===== config.mk =====
export PLATFORM = sky130hd
export DESIGN_NAME = ldm_stm_seq
export DESIGN_NICKNAME = d
export VERILOG_FILES = /design/src/rtl/ldm_stm_seq_pkg.sv /design/src/rtl/ldm_stm_seq_pat_lod.sv /design/src/rtl/ldm_stm_seq.sv
export SDC_FILE = /design/constraint.sdc
export NUM_CORES = 1
export LEC_CHECK = 0
export CAP_MARGIN = 20
export CORE_MARGIN = 5
export CORE_UTILIZATION = 46
export CTS_CLUSTER_DIAMETER = 50
export DETAILED_ROUTE_END_ITERATION = 7
export PLACE_DENSITY = 0.7
export SKIP_CTS_REPAIR_TIMING = 1
export SLEW_MARGIN = 25
export SYNTH_ARGS = -nofsm -noshare
export SYNTH_HDL_FRONTEND = slang
export SYNTH_HIERARCHICAL = 1
export SYNTH_SLANG_ARGS = --single-unit

===== constraint.sdc =====
create_clock -name CLK -period 2.5 [get_ports CLK]
set_input_delay 0.375 -clock CLK [delete_from_list [all_inputs] [get_ports CLK]]
set_output_delay 0.375 -clock CLK [all_outputs]
set_load 0.05 [all_outputs]

===== src/rtl/ldm_stm_seq_pkg.sv =====
// Shared definitions for the LDM/STM block-transfer sequencer.
package ldm_stm_seq_pkg;

    // Sequencer states
    typedef enum logic [1:0] {
        ST_IDLE = 2'd0,
        ST_XFER = 2'd1,
        ST_FIN  = 2'd2
    } state_t;

    // Byte distance between consecutive word transfers
    localparam int WORD_BYTES = 4;

    // Register list width, popcount width (0..16) and byte-offset width (0..64)
    localparam int RLIST_W = 16;
    localparam int CNT_W   = 5;
    localparam int OFF_W   = 7;

endpackage


===== src/rtl/ldm_stm_seq_pat_lod.sv =====
// Lowest-set-bit detector for the remaining register-list pattern.
module pat_lod
    import ldm_stm_seq_pkg::*;
(
    input  logic [RLIST_W-1:0] pat,
    output logic [3:0]         idx,
    output logic [RLIST_W-1:0] clr_mask,
    output logic               empty,
    output logic               single
);

    // Scan from the top so the lowest set bit is the last one written
    always_comb begin
        idx = 4'd0;
        for (int i = RLIST_W - 1; i >= 0; i--) begin
            if (pat[i]) begin
                idx = 4'(i);
            end
        end
    end

    // Isolate the lowest set bit; a pattern with one bit has nothing left after clearing it
    always_comb begin
        clr_mask = pat & (~pat + 16'd1);
        empty    = (pat == '0);
        single   = !empty && ((pat & (pat - 16'd1)) == '0);
    end

endmodule


===== src/rtl/ldm_stm_seq.sv =====
// LDM/STM sequencer: walks the register list lowest-first, one memory
// request per listed register, then strobes base writeback and completion.
module ldm_stm_seq
    import ldm_stm_seq_pkg::*;
#(
    parameter int AW = 32
)
(
    input  logic               CLK,
    input  logic               nRESET,
    input  logic               START,
    input  logic [RLIST_W-1:0] RLIST,
    input  logic               IR_P,
    input  logic               IR_U,
    input  logic               IR_W,
    input  logic               IR_L,
    input  logic [AW-1:0]      BASE,
    input  logic               MEM_ACK,
    input  logic               KILL,
    output logic               BUSY,
    output logic               PIPE_EN,
    output logic               DREQ,
    output logic               NRW,
    output logic [AW-1:0]      MEM_ADDR,
    output logic [3:0]         REG_ADDR,
    output logic               PC_LOAD,
    output logic               LAST,
    output logic               WB_EN,
    output logic [AW-1:0]      WB_VAL,
    output logic               DONE
);

    function automatic logic [CNT_W-1:0] popcount(input logic [RLIST_W-1:0] v);
        logic [CNT_W-1:0] c;
        c = '0;
        for (int i = 0; i < RLIST_W; i++) begin
            c = c + CNT_W'(v[i]);
        end
        return c;
    endfunction

    state_t             state, state_nxt;
    logic [RLIST_W-1:0] pat_p1;
    logic [AW-1:0]      addr_p1;
    logic [AW-1:0]      wb_val_p1;
    logic               l_p1, w_p1, nz_p1;

    logic [3:0]         lod_idx;
    logic [RLIST_W-1:0] lod_clr;
    logic               lod_empty, lod_single;

    logic [CNT_W-1:0]   n_cnt;
    logic [OFF_W-1:0]   off;
    logic [AW-1:0]      off_ext, stride, start_addr, wb_val_nxt;
    logic               accept, in_xfer, in_fin;

    pat_lod u_lod (
        .pat      (pat_p1),
        .idx      (lod_idx),
        .clr_mask (lod_clr),
        .empty    (lod_empty),
        .single   (lod_single)
    );

    assign n_cnt   = popcount(RLIST);
    assign off     = {n_cnt, 2'b00};
    assign off_ext = AW'(off);
    assign stride  = AW'(WORD_BYTES);
    assign accept  = (state == ST_IDLE) && START && !KILL;
    assign in_xfer = (state == ST_XFER);
    assign in_fin  = (state == ST_FIN);

    // First transfer address and final base value for the four addressing modes
    always_comb begin
        unique case ({IR_P, IR_U})
            2'b01:   start_addr = BASE;
            2'b11:   start_addr = BASE + stride;
            2'b00:   start_addr = BASE - off_ext + stride;
            default: start_addr = BASE - off_ext;
        endcase
        wb_val_nxt = IR_U ? (BASE + off_ext) : (BASE - off_ext);
    end

    // State register
    always_ff @(posedge CLK or negedge nRESET) begin
        if (!nRESET) begin
            state <= ST_IDLE;
        end else begin
            state <= state_nxt;
        end
    end

    // Next-state logic; KILL overrides every transition
    always_comb begin
        state_nxt = state;
        if (KILL) begin
            state_nxt = ST_IDLE;
        end else begin
            unique case (state)
                ST_IDLE: begin
                    if (START) begin
                        state_nxt = (RLIST != '0) ? ST_XFER : ST_FIN;
                    end
                end
                ST_XFER: begin
                    if ((MEM_ACK && lod_single) || lod_empty) begin
                        state_nxt = ST_FIN;
                    end
                end
                ST_FIN:  state_nxt = ST_IDLE;
                default: state_nxt = ST_IDLE;
            endcase
        end
    end

    // Instruction latch at accept, then consume one list bit per acknowledged transfer
    always_ff @(posedge CLK or negedge nRESET) begin
        if (!nRESET) begin
            pat_p1    <= '0;
            addr_p1   <= '0;
            wb_val_p1 <= '0;
            l_p1      <= 1'b0;
            w_p1      <= 1'b0;
            nz_p1     <= 1'b0;
        end else if (accept) begin
            pat_p1    <= RLIST;
            addr_p1   <= start_addr;
            wb_val_p1 <= wb_val_nxt;
            l_p1      <= IR_L;
            w_p1      <= IR_W;
            nz_p1     <= (RLIST != '0);
        end else if (in_xfer && MEM_ACK && !KILL) begin
            pat_p1    <= pat_p1 & ~lod_clr;
            addr_p1   <= addr_p1 + stride;
        end
    end

    // Outputs decoded from registered state; an abort suppresses the completion strobes
    always_comb begin
        BUSY     = (state != ST_IDLE);
        PIPE_EN  = !in_xfer;
        DREQ     = in_xfer;
        NRW      = in_xfer && !l_p1;
        MEM_ADDR = addr_p1;
        REG_ADDR = in_xfer ? lod_idx : 4'd0;
        PC_LOAD  = in_xfer && l_p1 && (lod_idx == 4'd15);
        LAST     = in_xfer && lod_single;
        DONE     = in_fin && !KILL;
        WB_EN    = in_fin && !KILL && w_p1 && nz_p1;
        WB_VAL   = wb_val_p1;
    end

endmodule


Yosys cells after proc, flatten, opt, wreduce, memory -nomap -nowiden
Cells that the tools add are included.

storage, ports and cells
  input bits = 57
  output and inout port bits = 76
  flip-flop bits (word level) = 85
  word-level logic and storage cells = 95

cells by class
  mux-type cells = 28
  eq/ne operators = 7
  reduce and logical (&&, ||, !) cells = 26
  add/sub/neg operators = 22
  bitwise logic cells = 5

operators by type and width
  operator                                                                number
  32-bit by 3-bit adder with 32-bit output (second input constant)        3
  32-bit 2-to-1 mux                                                       3
  32-bit case mux with 3 select lines                                     1
  4-bit 2-to-1 mux                                                        17
  5-bit by 1-bit adder with 5-bit output                                  11
  16-bit AND                                                              3
  32-bit by 7-bit adder with 32-bit output                                1
  16-bit logical NOT                                                      2
  16-bit 2-to-1 mux                                                       2
  16-bit NOT                                                              2
  32-bit by 7-bit subtractor with 32-bit output                           1
  16-bit by 1-bit adder with 16-bit output (second input constant)        1
  16-bit nonzero test                                                     1
  16-bit by 1-bit subtractor with 16-bit output (second input constant)   1
  1-bit logical AND                                                       13
  2-bit 2-to-1 mux                                                        4
  4-bit by 1-bit adder with 5-bit output                                  1
  3-bit by 1-bit adder with 4-bit output                                  1
  2-bit by 1-bit equality test with 1-bit output (second input constant)  2
  2-bit equality test (second input constant)                             2
  4-bit equality test (second input constant)                             1
  1-bit logical NOT                                                       4
  2-bit logical NOT                                                       2
  2-bit case mux with 2 select lines                                      1
  7 further kinds                                                         8

Depth between registers and ports, before layout
Gate-level depths: netlist of the first run.

  depth in word-level cells = 19
  mapped depth = 24
  depth with buffers taken out = 23

Modules after synthesis
The synthesis of the first run kept the hierarchy.

by module, submodules not included
  module       area an instance (um2)  instances  cells each  seq. area each (um2)
  ldm_stm_seq  7948.9                  1          1033        2127.0
  pat_lod      515.5                   1          84          0.0

Least setup slack after synthesis of the first run
OpenSTA, ideal clock, no wires.

  path kind = input -> register
  start = input port RLIST[0]
  end = register addr_p1[29] (netlist: MEM_ADDR[29])
  required time = 2.434 ns
  path buffers = 0
  stages on the path = 20
  setup time = 0.066 ns
  arrival time = 6.228 ns
  slack = -3.794 ns
  path through = inv_1 -> fa_1 -> fa_1 -> fa_1 -> fa_1 -> inv_1 -> ha_1 -> fa_1 -> a21o_1 -> and2_1 -> ha_1 -> nand2b_1 -> nand2_1 -> or4b_1 -> a222oi_1 -> nand2_2 -> or3_4 -> or4_1 -> a21oi_1 -> o22a_1

between the ends
  word-level cells in the longest chain between the ends = 19

ends and longest elaborated chain
  item                                                       line                                  source
  start, declared                                            ldm_stm_seq.sv:12                     input logic [RLIST_W-1:0] RLIST,
  1-bit by 1-bit adder with 2-bit output (*)                 ldm_stm_seq.sv:37                     c = c + CNT_W'(v[i]);
  2-bit by 1-bit adder with 3-bit output (*)                 ldm_stm_seq.sv:37
  3-bit by 1-bit adder with 4-bit output (*)                 ldm_stm_seq.sv:37
  4-bit by 1-bit adder with 5-bit output (*)                 ldm_stm_seq.sv:37
  5-bit by 1-bit adder with 5-bit output (*) (11 in series)  ldm_stm_seq.sv:37
  32-bit by 7-bit subtractor with 32-bit output (*)          ldm_stm_seq.sv:78, ldm_stm_seq.sv:79
  32-bit by 3-bit adder with 32-bit output                   ldm_stm_seq.sv:78                     2'b00: start_addr = BASE - off_ext + stride;
  32-bit case mux with 3 select lines (*)                    ldm_stm_seq.sv:75                     unique case ({IR_P, IR_U})
  32-bit 2-to-1 mux (*)                                      ldm_stm_seq.sv:125                    end else if (accept) begin
  end signal, assigned                                       ldm_stm_seq.sv:127                    addr_p1 <= start_addr;
  end signal, assigned                                       ldm_stm_seq.sv:134                    addr_p1 <= addr_p1 + stride;
  end, declared                                              ldm_stm_seq.sv:44                     logic [AW-1:0] addr_p1;

Every way passes the cells marked *; elsewhere a longest branch is shown, timed or not.
A chain may end at the register's enable or synchronous reset.

Final worst setup path of the first run
  start = input port RLIST[15]
  end = register addr_p1[29] (netlist: MEM_ADDR[29])

between the ends
  word-level cells in the longest chain between the ends = 5

ends and longest elaborated chain
  item                                               line
  5-bit by 1-bit adder with 5-bit output (*)         ldm_stm_seq.sv:37
  32-bit by 7-bit subtractor with 32-bit output (*)  ldm_stm_seq.sv:78, ldm_stm_seq.sv:79
  32-bit by 3-bit adder with 32-bit output           ldm_stm_seq.sv:78
  32-bit case mux with 3 select lines (*)            ldm_stm_seq.sv:75
  32-bit 2-to-1 mux (*)                              ldm_stm_seq.sv:125

Marked as above.

==> summary.txt, run 1 <==
hold crit path type: input port to asynchronous set/reset pin
met3 wire len: 2510 um
Initial Util: 47.0%
IO Pins: 133
initial antenna violation count: 0
Vias/cell: 6.01
failing checks: negative hold slack, negative setup slack
CP Class: input port to register
yosys warns: 6
Worst Reg-to-Reg Cells: 8
Top FF cell, synth: dfrtp_1
Clk Tree Root Cell: clkbuf_16
Post-Syn Area per Cell: 7.58 sq um
skew final: 0.0136 ns
Gate Count Post-Synth: 1,117
# setup viols final: 62
Fin. Hold Viols: 2
# DRC: 0
wire length per cell: 20.3 um
status: complete, but fails checks
synth unique cells: 85
CTS tree: yes
Core ar.: 18,000 sq um
M1 wire length: 14,500 um
WHS: -0.000682 ns
pwr dens: 885 nW/um^2
vias in the first global route: 9,742
Sink Count: 85
Slew headroom: 43.3%
Synth area leaders: dfrtp_1 25%, xnor2_1 6.3%, nand2_1 6.2%
number of nets with antenna violations after routing: 0
pins over their slew limit: 0
Max Cap Viol: 0
clock-pin slew on the worst setup and hold paths: 0.07 ns
Core Util, Final: 79.8%
worst r2r src: pat_p1[2]
n_diodes: 0
drt pass-1 iters: 8
Synth area leader: dfrtp_1
# rows: 49
die area: 21,200 sq um
area grow syn2layout: 70.0%
Setup crit start kind: input port
RePlAce Congestion: 0.961
Syn Nets: 1,208
ys async rst share: 100%
Vias: 10,600
PnR worst setup slack: -3.62 ns
Worst Path Arrival: 6.42 ns
period utilisation layout: 245%
Fmax: 163 MHz
register bit total from synthesis: 85
Post-synth EDFFs: 0
Post-Layout Cell Count: 1,768
largest net degree at the start of global routing: 61
sequential element share of the synthesized area: 25.1%
post-route setup TNS: -168.74 ns
first-pass GRT wire length: 53,200 um
Worst-Margin Slew: 0.851 ns
Placed Instances: 1,711
hpwl dp: 27,100 um
crit path time final: 6.12 ns
Max VDD drop: 0.783 mV
CTS Buf Count: 9
Synth Cell Area: 8460 sq um
Post-Route WL: 36,000 um
1st-iter DRT viols: 933
die width: 146 um
met2 routed WL: 17,500 um
fraction of layout cells with a size suffix above 1: 40.5%
CP required: 2.80 ns
maximum fanout along the worst path: 5
reg2reg end: state[0]
clock tree buffer depth: 2
All-Layer GR Usage: 30.7%
Die Ht: 146 um
leak pwr: 6.01 nW
Layout Nets: 1,625
slack of the worst reg-to-reg path: -0.02 ns
Port Buf Inserts: 132
fill count: 1,213
total grt overflow: 0
H-tree levels: 3
Worst-Skew Late Latency: 0.35 ns
RSZ-0062 raised after global routing: yes
Crit. End Element: register
Yosys top cell area share: 25.1%
top sig layer: met4
## report_power, final
group          switching (mW)  total [mW]  internal, mW
Combinational            4.96        9.21          4.25
Sequential              0.418        2.21          1.79
Clock                   0.617        1.32         0.707
Total                    5.99        12.7          6.75
## worst max-delay path: stages
cell and delay [ns]:
buf_4 0.12, inv_8 0.03, fa_1 0.50, fa_1 0.54, fa_2 0.45, fa_1 0.53
inv_2 0.05, ha_4 0.16, fa_2 0.37, xor2_2 0.17, ha_1 0.32, buf_4 0.17
and2b_4 0.19, a2111oi_4 0.07, buf_4 0.18, or3_4 0.37, a222oi_1 0.32, buf_4 0.23
nand2_4 0.06, or3_4 0.42, or4_4 0.53, a21oi_2 0.14, o22a_1 0.12
## worst max-delay path by stage
stage / from / to / slack, ns / cells past startpoint
floorplan: RLIST[15] / MEM_ADDR[29] / -3.58 / 18
global placement: RLIST[15] / MEM_ADDR[24] / -4.37 / 24
detailed placement: RLIST[15] / MEM_ADDR[15] / -4.41 / 25
CTS: RLIST[15] / MEM_ADDR[15] / -4.07 / 25
global route: RLIST[0] / MEM_ADDR[29] / -3.81 / 24
finish: RLIST[15] / MEM_ADDR[29] / -3.62 / 23
## Yosys cell counts, types with 8 or more instances
| library cell | number |
|---|---|
| nand2_1 | 139 |
| dfrtp_1 | 85 |
| o21ai_0 | 78 |
| a21oi_1 | 76 |
| nor2_1 | 72 |
| xnor2_1 | 61 |
| clkbuf_1 | 54 |
| inv_1 | 51 |
| nand3_1 | 45 |
| nor3_1 | 39 |
| xor2_1 | 35 |
| nand4_1 | 30 |
| nor4_1 | 28 |
| a31oi_1 | 24 |
| ha_1 | 22 |
| and3_1 | 19 |
| a211oi_1 | 15 |
| and2_1 | 13 |
| fa_1 | 12 |
| nor2b_1 | 12 |
| or3_1 | 12 |
| a21o_1 | 10 |
| buf_1 | 10 |
| nand2b_1 | 9 |
| o21bai_1 | 9 |
| o31ai_1 | 9 |
| or2_2 | 8 |
| or4_1 | 8 |
## area by class of cell
type / instances / area (sq um) / share of cell area, %
multi-input combinational: 907 / 7250 / 50.4
timing repair buffer: 479 / 4240 / 29.4
sequential: 85 / 2130 / 14.8
tap: 229 / 287 / 1.99
clock buffer: 10 / 239 / 1.66
inverter: 52 / 205 / 1.43
clock inverter: 6 / 45.0 / 0.313
## placed cells by master (no fill, tap or decap), types with 7 or more instances in the layout
master	netlist	layout
fa_1	12	8
or2_2	8	8
a31oi_1	24	21
inv_1	51	38
and3_1	19	17
nor3_2	1	9
buf_4	1	297
o31ai_1	9	9
a21oi_2	0	15
nor4_4	0	7
nand2b_1	9	7
clkdlybuf4s50_1	0	112
nor2_1	72	59
or3_4	2	8
nand4_1	30	30
o21ai_1	1	35
nor2_2	1	8
dfrtp_1	85	83
o21ai_0	78	32
nor2b_1	12	8
xor2_1	35	30
nand2_1	139	125
nand3_1	45	38
o21ai_2	0	8
a211oi_1	15	9
xnor2_2	0	14
nor3_1	39	26
nor4_1	28	20
nand2_4	0	9
buf_6	2	53
and2_1	13	9
inv_2	0	11
buf_12	0	13
ha_1	22	14
a21o_1	10	10
a21oi_1	76	60
clkbuf_16	0	9
xnor2_1	61	45
or4_4	3	8
## sequential cells by signal, indices dropped and copies added, names as in the netlist
register / count
MEM_ADDR: 32
WB_VAL: 32
pat_p1: 16
state: 2
l_p1: 1
nz_p1: 1
w_p1: 1
## routing by layer
metal,vias up,global-route usage [%]
met5,-,0
met4,0,10.6
met3,104,3.96
met2,510,50.5
met1,5111,41.8
li1,4900,-
## stage by stage
stage / cell area, sq um / setup WS [ns] / total power, mW
5_1_grt: 14400 / -3.81 / 13.4
3_3_place_gp: 12500 / -4.37 / 9.70
3_5_place_dp: 12500 / -4.41 / 9.83
4_1_cts: 12800 / -4.07 / 11.2
2_1_floorplan: 8790 / -3.58 / 6.59
6_report: 14400 / -3.62 / 12.7
## cell families after synthesis
group	after synthesis	synth area share, %
compound gates	296	22.8
xor+xnor	96	9.93
fa+ha+maj	35	6.21
buf+inv	125	5.85
flops	85	25.1
mux	6	0.724
simple gates	474	29.4
Power figures use the tool's default switching activity.
==> run 2, diff against run 1 <==
--- a/config.mk
+++ b/config.mk
@@ -9,6 +9,7 @@
 export CORE_MARGIN = 5
 export CORE_UTILIZATION = 46
 export CTS_CLUSTER_DIAMETER = 50
+export CTS_CLUSTER_SIZE = 28
 export DETAILED_ROUTE_END_ITERATION = 7
 export PLACE_DENSITY = 0.7
 export SKIP_CTS_REPAIR_TIMING = 1
==> results of run 2 <==
The final DEF is identical to that of run 1; final timing and power are the same.
